==> src/rtl/change_dispenser.sv <==
// Coin-change payout: greedy largest-first coin issue from a per-denomination
// inventory, one-hot coins out over valid/ready, done/short completion pulses.
module change_dispenser #(
  parameter int unsigned INIT_CNT = 20
) (
  input  logic       clk,
  input  logic       rst,
  input  logic       start,
  input  logic [7:0] amount,
  output logic [4:0] coin_out,
  output logic       coin_valid,
  input  logic       coin_ready,
  input  logic       refill,
  input  logic [4:0] refill_coin,
  output logic       busy,
  output logic       done,
  output logic       short,
  output logic [7:0] remain,
  output logic [4:0] empty
);

  localparam logic [4:0] INIT5 = 5'(INIT_CNT);
  localparam logic [4:0] EMPTY_RST = (INIT_CNT > 0) ? 5'b00000 : 5'b11111;

  typedef enum logic [2:0] {
    S_IDLE,
    S_SELECT,
    S_ISSUE,
    S_DONE,
    S_FAIL
  } state_e;

  state_e           state_q, state_d;
  logic [4:0]       coin_out_q, coin_out_d;
  logic             coin_valid_q, coin_valid_d;
  logic             busy_q, busy_d;
  logic             done_q, done_d;
  logic             short_q, short_d;
  logic [7:0]       remain_q, remain_d;
  logic [4:0]       empty_q, empty_d;
  logic [4:0][4:0]  cnt_q, cnt_d;

  logic [4:0] dec;
  logic       refill_oh;
  logic       sel_found;
  logic [2:0] sel_idx;

  function automatic logic [7:0] denom(input logic [2:0] idx);
    logic [7:0] v;
    unique case (idx)
      3'd0:    v = 8'd1;
      3'd1:    v = 8'd2;
      3'd2:    v = 8'd5;
      3'd3:    v = 8'd10;
      3'd4:    v = 8'd20;
      default: v = 8'd0;
    endcase
    return v;
  endfunction

  function automatic logic [7:0] coin_val(input logic [4:0] oh);
    logic [7:0] v;
    unique case (1'b1)
      oh[0]:   v = 8'd1;
      oh[1]:   v = 8'd2;
      oh[2]:   v = 8'd5;
      oh[3]:   v = 8'd10;
      oh[4]:   v = 8'd20;
      default: v = 8'd0;
    endcase
    return v;
  endfunction

  // Ascending scan: the last match is the largest usable denomination.
  always_comb begin
    sel_found = 1'b0;
    sel_idx   = 3'd0;
    for (int i = 0; i < 5; i++) begin
      if (cnt_q[i] != 5'd0 && denom(3'(i)) <= remain_q) begin
        sel_found = 1'b1;
        sel_idx   = 3'(i);
      end
    end
  end

  always_comb begin
    state_d      = state_q;
    coin_out_d   = coin_out_q;
    coin_valid_d = coin_valid_q;
    remain_d     = remain_q;
    dec          = 5'b00000;
    unique case (state_q)
      S_IDLE: begin
        if (start) begin
          remain_d = amount;
          state_d  = S_SELECT;
        end
      end
      S_SELECT: begin
        if (remain_q == 8'd0) begin
          state_d = S_DONE;
        end else if (sel_found) begin
          coin_out_d   = 5'b00001 << sel_idx;
          coin_valid_d = 1'b1;
          state_d      = S_ISSUE;
        end else begin
          state_d = S_FAIL;
        end
      end
      S_ISSUE: begin
        if (coin_ready) begin
          dec          = coin_out_q;
          remain_d     = remain_q - coin_val(coin_out_q);
          coin_valid_d = 1'b0;
          coin_out_d   = 5'b00000;
          state_d      = S_SELECT;
        end
      end
      S_DONE:  state_d = S_IDLE;
      S_FAIL:  state_d = S_IDLE;
      default: state_d = S_IDLE;
    endcase
    busy_d  = (state_d == S_SELECT) || (state_d == S_ISSUE);
    done_d  = (state_d == S_DONE);
    short_d = (state_d == S_FAIL);
  end

  assign refill_oh = refill && $onehot(refill_coin);

  // Paid coin leaves first, then the refill saturates: 31 -1 +1 stays 31.
  always_comb begin
    cnt_d   = cnt_q;
    empty_d = 5'b00000;
    for (int i = 0; i < 5; i++) begin
      cnt_d[i] = cnt_q[i] - 5'(dec[i]);
      if (refill_oh && refill_coin[i] && cnt_d[i] != 5'd31) begin
        cnt_d[i] = cnt_d[i] + 5'd1;
      end
      empty_d[i] = (cnt_q[i] == 5'd0);
    end
  end

  always_ff @(posedge clk or posedge rst) begin
    if (rst) begin
      state_q      <= S_IDLE;
      coin_out_q   <= 5'b00000;
      coin_valid_q <= 1'b0;
      busy_q       <= 1'b0;
      done_q       <= 1'b0;
      short_q      <= 1'b0;
      remain_q     <= 8'd0;
      empty_q      <= EMPTY_RST;
      cnt_q        <= {5{INIT5}};
    end else begin
      state_q      <= state_d;
      coin_out_q   <= coin_out_d;
      coin_valid_q <= coin_valid_d;
      busy_q       <= busy_d;
      done_q       <= done_d;
      short_q      <= short_d;
      remain_q     <= remain_d;
      empty_q      <= empty_d;
      cnt_q        <= cnt_d;
    end
  end

  assign coin_out   = coin_out_q;
  assign coin_valid = coin_valid_q;
  assign busy       = busy_q;
  assign done       = done_q;
  assign short      = short_q;
  assign remain     = remain_q;
  assign empty      = empty_q;

endmodule

==> config.mk <==
export PLATFORM = sky130hd
export DESIGN_NAME = change_dispenser
export DESIGN_NICKNAME = d
export VERILOG_FILES = /design/src/rtl/change_dispenser.sv
export SDC_FILE = /design/constraint.sdc
export NUM_CORES = 1
export LEC_CHECK = 0
export BUFFER_PORTS_ARGS = -buffer_cell sky130_fd_sc_hd__buf_2
export CAP_MARGIN = 20
export CORE_ASPECT_RATIO = 1.5
export CORE_MARGIN = 3
export CORE_UTILIZATION = 53
export CTS_CLUSTER_DIAMETER = 30
export CTS_CLUSTER_SIZE = 40
export DETAILED_ROUTE_END_ITERATION = 8
export GPL_ROUTABILITY_DRIVEN = 0
export GPL_TIMING_DRIVEN = 0
export PLACE_DENSITY_LB_ADDON = 0.15
export SLEW_MARGIN = 20
export SYNTH_ARGS = -nofsm -noshare
export SYNTH_HDL_FRONTEND = slang
export SYNTH_SLANG_ARGS = --single-unit
==> constraint.sdc <==
create_clock -name clk -period 3.55 [get_ports clk]
set_input_delay 0.1775 -clock clk [delete_from_list [all_inputs] [get_ports clk]]
set_output_delay 0.1775 -clock clk [all_outputs]
set_load 0.05 [all_outputs]
After elaboration in Yosys (flattened, before gate mapping)
Index checks and enable logic that the tools add are counted.
{"block": "totals", "regBits": 50, "input_bits": 18, "output_inout_bits": 22}
{"block": "classes", "add_sub_neg": 15, "n_eq_ne": 16, "n_lt_le_gt_ge": 5, "reduce_logical": 33, "muxes": 35, "shifts": 1}
{"op": "5-bit two-way mux", "count": 10}
{"op": "8-bit two-way mux", "count": 4}
{"op": "5-bit by 1-bit adder with 5-bit output, second input constant", "count": 5}
{"op": "5-bit zero test", "count": 5}
{"op": "5-bit != test, second input constant", "count": 5}
{"op": "5-bit case mux with 5 select lines", "count": 1}
{"op": "5-bit nonzero test", "count": 5}
{"op": "5-bit by 1-bit subtractor with 5-bit output", "count": 5}
{"op": "1-bit logical AND", "count": 16}
{"op": "8-bit case mux with 2 select lines", "count": 1}
{"op": "3-bit two-way mux", "count": 5}
{"op": "5-bit case mux with 2 select lines", "count": 1}
{"op": "3-bit by 1-bit == test with 1-bit output, second input constant", "count": 3}
{"op": "3-bit by 2-bit == test with 1-bit output, second input constant", "count": 3}
{"op": "1-bit two-way mux", "count": 9}
{"op": "3-bit case mux with 3 select lines", "count": 1}
{"op": "1-bit by 8-bit less-or-equal comparator with 1-bit output, first input constant", "count": 1}
{"op": "2-bit by 8-bit less-or-equal comparator with 1-bit output, first input constant", "count": 1}
{"op": "3-bit by 8-bit less-or-equal comparator with 1-bit output, first input constant", "count": 1}
{"op": "4-bit by 8-bit less-or-equal comparator with 1-bit output, first input constant", "count": 1}
{"op": "5-bit by 8-bit less-or-equal comparator with 1-bit output, first input constant", "count": 1}
{"op": "8-bit zero test", "count": 1}
{"op": "2-bit != test, second input constant", "count": 4}
{"op": "8-bit subtractor", "count": 1}
{"op": "12 further kinds", "count": 15}

Logic depth before layout (Yosys ltp)
{"block": "logic_depth", "ltp_word": 12, "ltp_mapped": 14, "depth_no_buf": 13}

Worst setup path after synthesis
Ideal clock, no wire load.
{"block": "synth_timing", "path_type": "register to register", "start": "register state_q[2]", "end": "register cnt_q[13] (netlist bit)", "period_less_slack_ns": 2.815, "t_required_ns": 3.470, "setup_slack_ns": 0.735, "path_stages_with_launch": 13, "setup_time_ns": 0.080, "n_path_buf": 1, "t_arrival_ns": 2.735, "cell_sequence": "dfrtp_1 -> nor2_1 -> and2_0 -> clkbuf_1 -> and3_1 -> ha_1 -> ha_1 -> nor3b_1 -> xor2_1 -> ha_1 -> nand3b_1 -> nor4b_1 -> xnor2_1"}
{"item": "start: declaration", "line_no": "33", "rtl": "state_e state_q, state_d;"}
{"item": "start signal: assignment", "line_no": "155", "rtl": "state_q <= state_d;"}
{"item": "end signal: assignment", "line_no": "153", "rtl": "cnt_q <= {5{INIT5}};"}
{"item": "end signal: assignment", "line_no": "163", "rtl": "cnt_q <= cnt_d;"}
{"item": "end: declaration", "line_no": "41", "rtl": "logic [4:0][4:0] cnt_q, cnt_d;"}

==> impl_metrics.tcl <==
set metrics [dict create \
    rsz0062_at_grt "false" \
    fin_crit_sh 0.9230 \
    cts_buffers 5 \
    path_class "register to register" \
    internal_power_uw 1703 \
    antenna_found_initial 0 \
    timing.critical_path.cells "nor2_1 -> and2_0 -> clkbuf_2 -> and3_1 -> ha_1 -> ha_1 -> nor3b_1 -> xor2_1 -> ha_1 -> nand3b_1 -> nor4b_1 -> xnor2_1" \
    worstMarginPinSlew_ns 0.6030 \
    syn-instance-count 321 \
    post_cts_buffers 0 \
    port_buffers 39 \
    wirelength_um 6393 \
    synth_xor_area_frac 0.08666 \
    diodes 0 \
    seq_area_frac_synth 0.4034 \
    mostFrequentLayoutCells "inv_1 (41), dfrtp_1 (40), buf_2 (39)" \
    tns_ns 0 \
    period_needed_ns 3.277 \
    pwr-share-comb 0.506 \
    cpMaxStageDelayCell "dfrtp_1" \
    synthSimpleGateAreaFrac 0.1997 \
    grt_use_total 0.2048 \
    finalHoldViolations 0 \
    share_seq_of_total_power 0.336 \
    std_cell_rows 33 \
    grt_pass1_wl_um 10680 \
    synth_compound_area_frac 0.1122 \
    ys_ff_latch 50 \
    cts_num_sinks 50 \
    layout.nets 416 \
    multiInputGateArea_um2 1707 \
    setup_viol 0 \
    cpPeakStageDelay_ns 0.40 \
    die_w_um 68.78 \
    clock.fmax_mhz 305.2 \
    avgRoutedWirePerCell_um 14.53 \
    postSynth.asyncResetShare 1.000 \
    cp_common_cell "ha_1" \
    die-area_um2 6889 \
    cts-root-buf "clkbuf_8" \
    synth_top_family_by_area "simple AND/OR/NAND/NOR gates" \
    required_ns 3.78 \
    setup_ws_ns 0.2735 \
    htree_levels 2 \
    leakage_uw 0.001810 \
    p_sw_frac 0.4578 \
    finalMaxSlewViolations 0 \
    slew_headroom 0.5949 \
    skew_ns 0.009679 \
    power_frac_clock 0.158 \
    overflow 0 \
    hp-class "input port to register" \
    dpl.hpwl_um 4998 \
    ir_drop_v 0.0004501 \
    syn_avg_cell_area_um2 9.760 \
    antenna_left 0 \
    cp.buffers_inverters 1 \
    first_pass_iters 4 \
    grt_start_max_net_pins 35 \
    insertion_delay_ns 0.31 \
    regArea_um2 1264 \
    clk_pin_slew_ns 0.10 \
    crit_family "simple AND/OR/NAND/NOR gates" \
    clockBufferDepth 2 \
    synth_mux_area_frac 0.02117 \
    vias_per_cell 5.439 \
    vias 2393 \
    syn_nets 368 \
    drv_cap 0 \
    drc 0 \
    synth_edf_count 0 \
    start_util 0.5621 \
    preCtsSetupSlack_ns 0.1324 \
    switching_power_uw 1438 \
    n_fill_cell 476 \
    worst_setup_path_start_kind "register" \
    final_util 0.6451 \
    synth.distinct_cells 50 \
    core_area_um2 5574 \
    yosys_warnings 0 \
    final_common_cell "inv_1" \
    synth-main-ff-cell "dfrtp_1" \
    post_synth_fa_ha_maj_area_fraction 0.1230 \
    ios 40 \
    drtIter0Drc 94 \
    power_density_nw_per_um2 873.5 \
    crit_path_end_kind "register" \
    die_h_um 100.2 \
    grt_pass1_vias 2475 \
    cts_tree "done" \
    drive_above_1_share 0.2216 \
    areaGrowthSynthToFinish_pct 14.78 \
    synth_area_um2 3133 \
    status "finished clean" \
    worst-path-max-fanout 10 \
    cp_data_arrival_time_ns 3.51 \
]
-- logic make-up (layout without fill, tap and decap cells) --
logic type / after synthesis / in the layout
XOR/XNOR: 31 / 31
multiplexers: 6 / 6
buffers and inverters: 45 / 94
flip-flops: 50 / 50
adder cells (fa/ha/maj): 29 / 29
AND/OR/NAND/NOR: 111 / 111
AO/OA/AOI/OAI: 49 / 49
-- registers in the layout, indices dropped and copies added (netlist names) --
register	cells
done	1
remain	8
coin_out	5
short	1
state_q	3
cnt_q	25
empty	5
coin_valid	1
busy	1
-- worst reg2reg max path: cells and delay by family, from the launching register on --
| kind | cells | cell delay, ns |
|---|---|---|
| XOR/XNOR | 2 | 0.29 |
| adder cells (fa/ha/maj) | 3 | 0.58 |
| buffers and inverters | 1 | 0.29 |
| flip-flops | 1 | 0.40 |
| AND/OR/NAND/NOR | 6 | 1.63 |
-- what timing repair did --
action                                  CTS  global route
endpoints found under the setup margin    0             5
endpoints found under the hold margin    13             0
hold buffers                              1             0
resized for setup                         0             3
-- metrics by stage --
stage | hold WS [ns] | cells | total power [uW] | instance area, um^2
2_1_floorplan | 0.2895 | 321 | 2277 | 3133
3_3_place_gp | 0.4375 | 430 | 2607 | 3416
3_5_place_dp | 0.1800 | 431 | 2650 | 3436
4_1_cts | 0.1182 | 440 | 3157 | 3588
5_1_grt | 0.1345 | 440 | 3397 | 3596
6_report | 0.1252 | 440 | 3141 | 3596
-- power groups by stage --
stage                     combinational [uW]  clock (uW)  sequential, uW
after floorplan                          956           0            1320
after global placement                  1540           0            1060
after detailed placement                1580           0            1070
after CTS                               1590         504            1060
after global routing                    1780         525            1090
final                                   1590         496            1060
-- synth_stat cells, types with 2 or more instances --
master / n / area (um^2)
fa_1: 3 / 60.06
dfrtp_1: 40 / 1001
nor4b_2: 3 / 45.04
nand2_1: 23 / 86.33
a31oi_1: 4 / 25.02
and3_1: 7 / 43.79
xor2_1: 18 / 157.7
nand3b_1: 7 / 52.55
inv_1: 42 / 157.7
a211oi_1: 5 / 37.54
o21ai_1: 4 / 20.02
xnor2_1: 13 / 113.9
mux2_2: 5 / 56.30
nor2b_1: 2 / 12.51
o21a_1: 3 / 22.52
nor2_1: 37 / 138.9
nor4b_1: 6 / 52.55
a22o_1: 3 / 26.28
or2_2: 2 / 12.51
clkbuf_1: 3 / 11.26
o21ai_0: 9 / 45.04
o21ai_2: 2 / 17.52
nor3b_1: 3 / 22.52
ha_1: 26 / 325.3
a21oi_1: 8 / 40.04
dfstp_2: 10 / 262.8
o211ai_1: 2 / 15.01
nor3_1: 7 / 35.03
nand3_1: 3 / 15.01
-- worst paths after layout --
check | start | end | slack (ns) | depth (start not counted)
hold reg to reg | cnt_q[0]$_DFF_PP0_ | empty[0]$_DFF_PP0_ | 0.46 | 1
setup reg to reg | state_q[2]$_DFF_PP0_ | cnt_q[8]$_DFF_PP0_ | 0.27 | 12
hold / removal | amount[2] | remain[2]$_DFFE_PP0P_ | 0.13 | 3
min in group asynchronous | rst | short$_DFF_PP0_ | 0.38 | 3
setup / recovery | state_q[2]$_DFF_PP0_ | cnt_q[8]$_DFF_PP0_ | 0.27 | 12
max in group asynchronous | rst | cnt_q[24]$_DFF_PP1_ | 2.60 | 4
-- metal layers --
layer  vias up  routed length (um)  track usage
met3        10                 257      0.03471
met5         -                   0            0
met4         0                  99      0.07357
li1       1188                   -            -
met2        48                3443       0.3834
met1      1147                2592       0.2202
-- area by class of cell --
cell class	instances	area share
buffer	3	0.003479
clock buffer	6	0.02296
clock inverter	2	0.01670
inverter	42	0.04384
multi-input combinational	226	0.4746
sequential	50	0.3514
tap	70	0.02436
timing repair buffer	41	0.06263
Power figures use the tool's default switching activity.
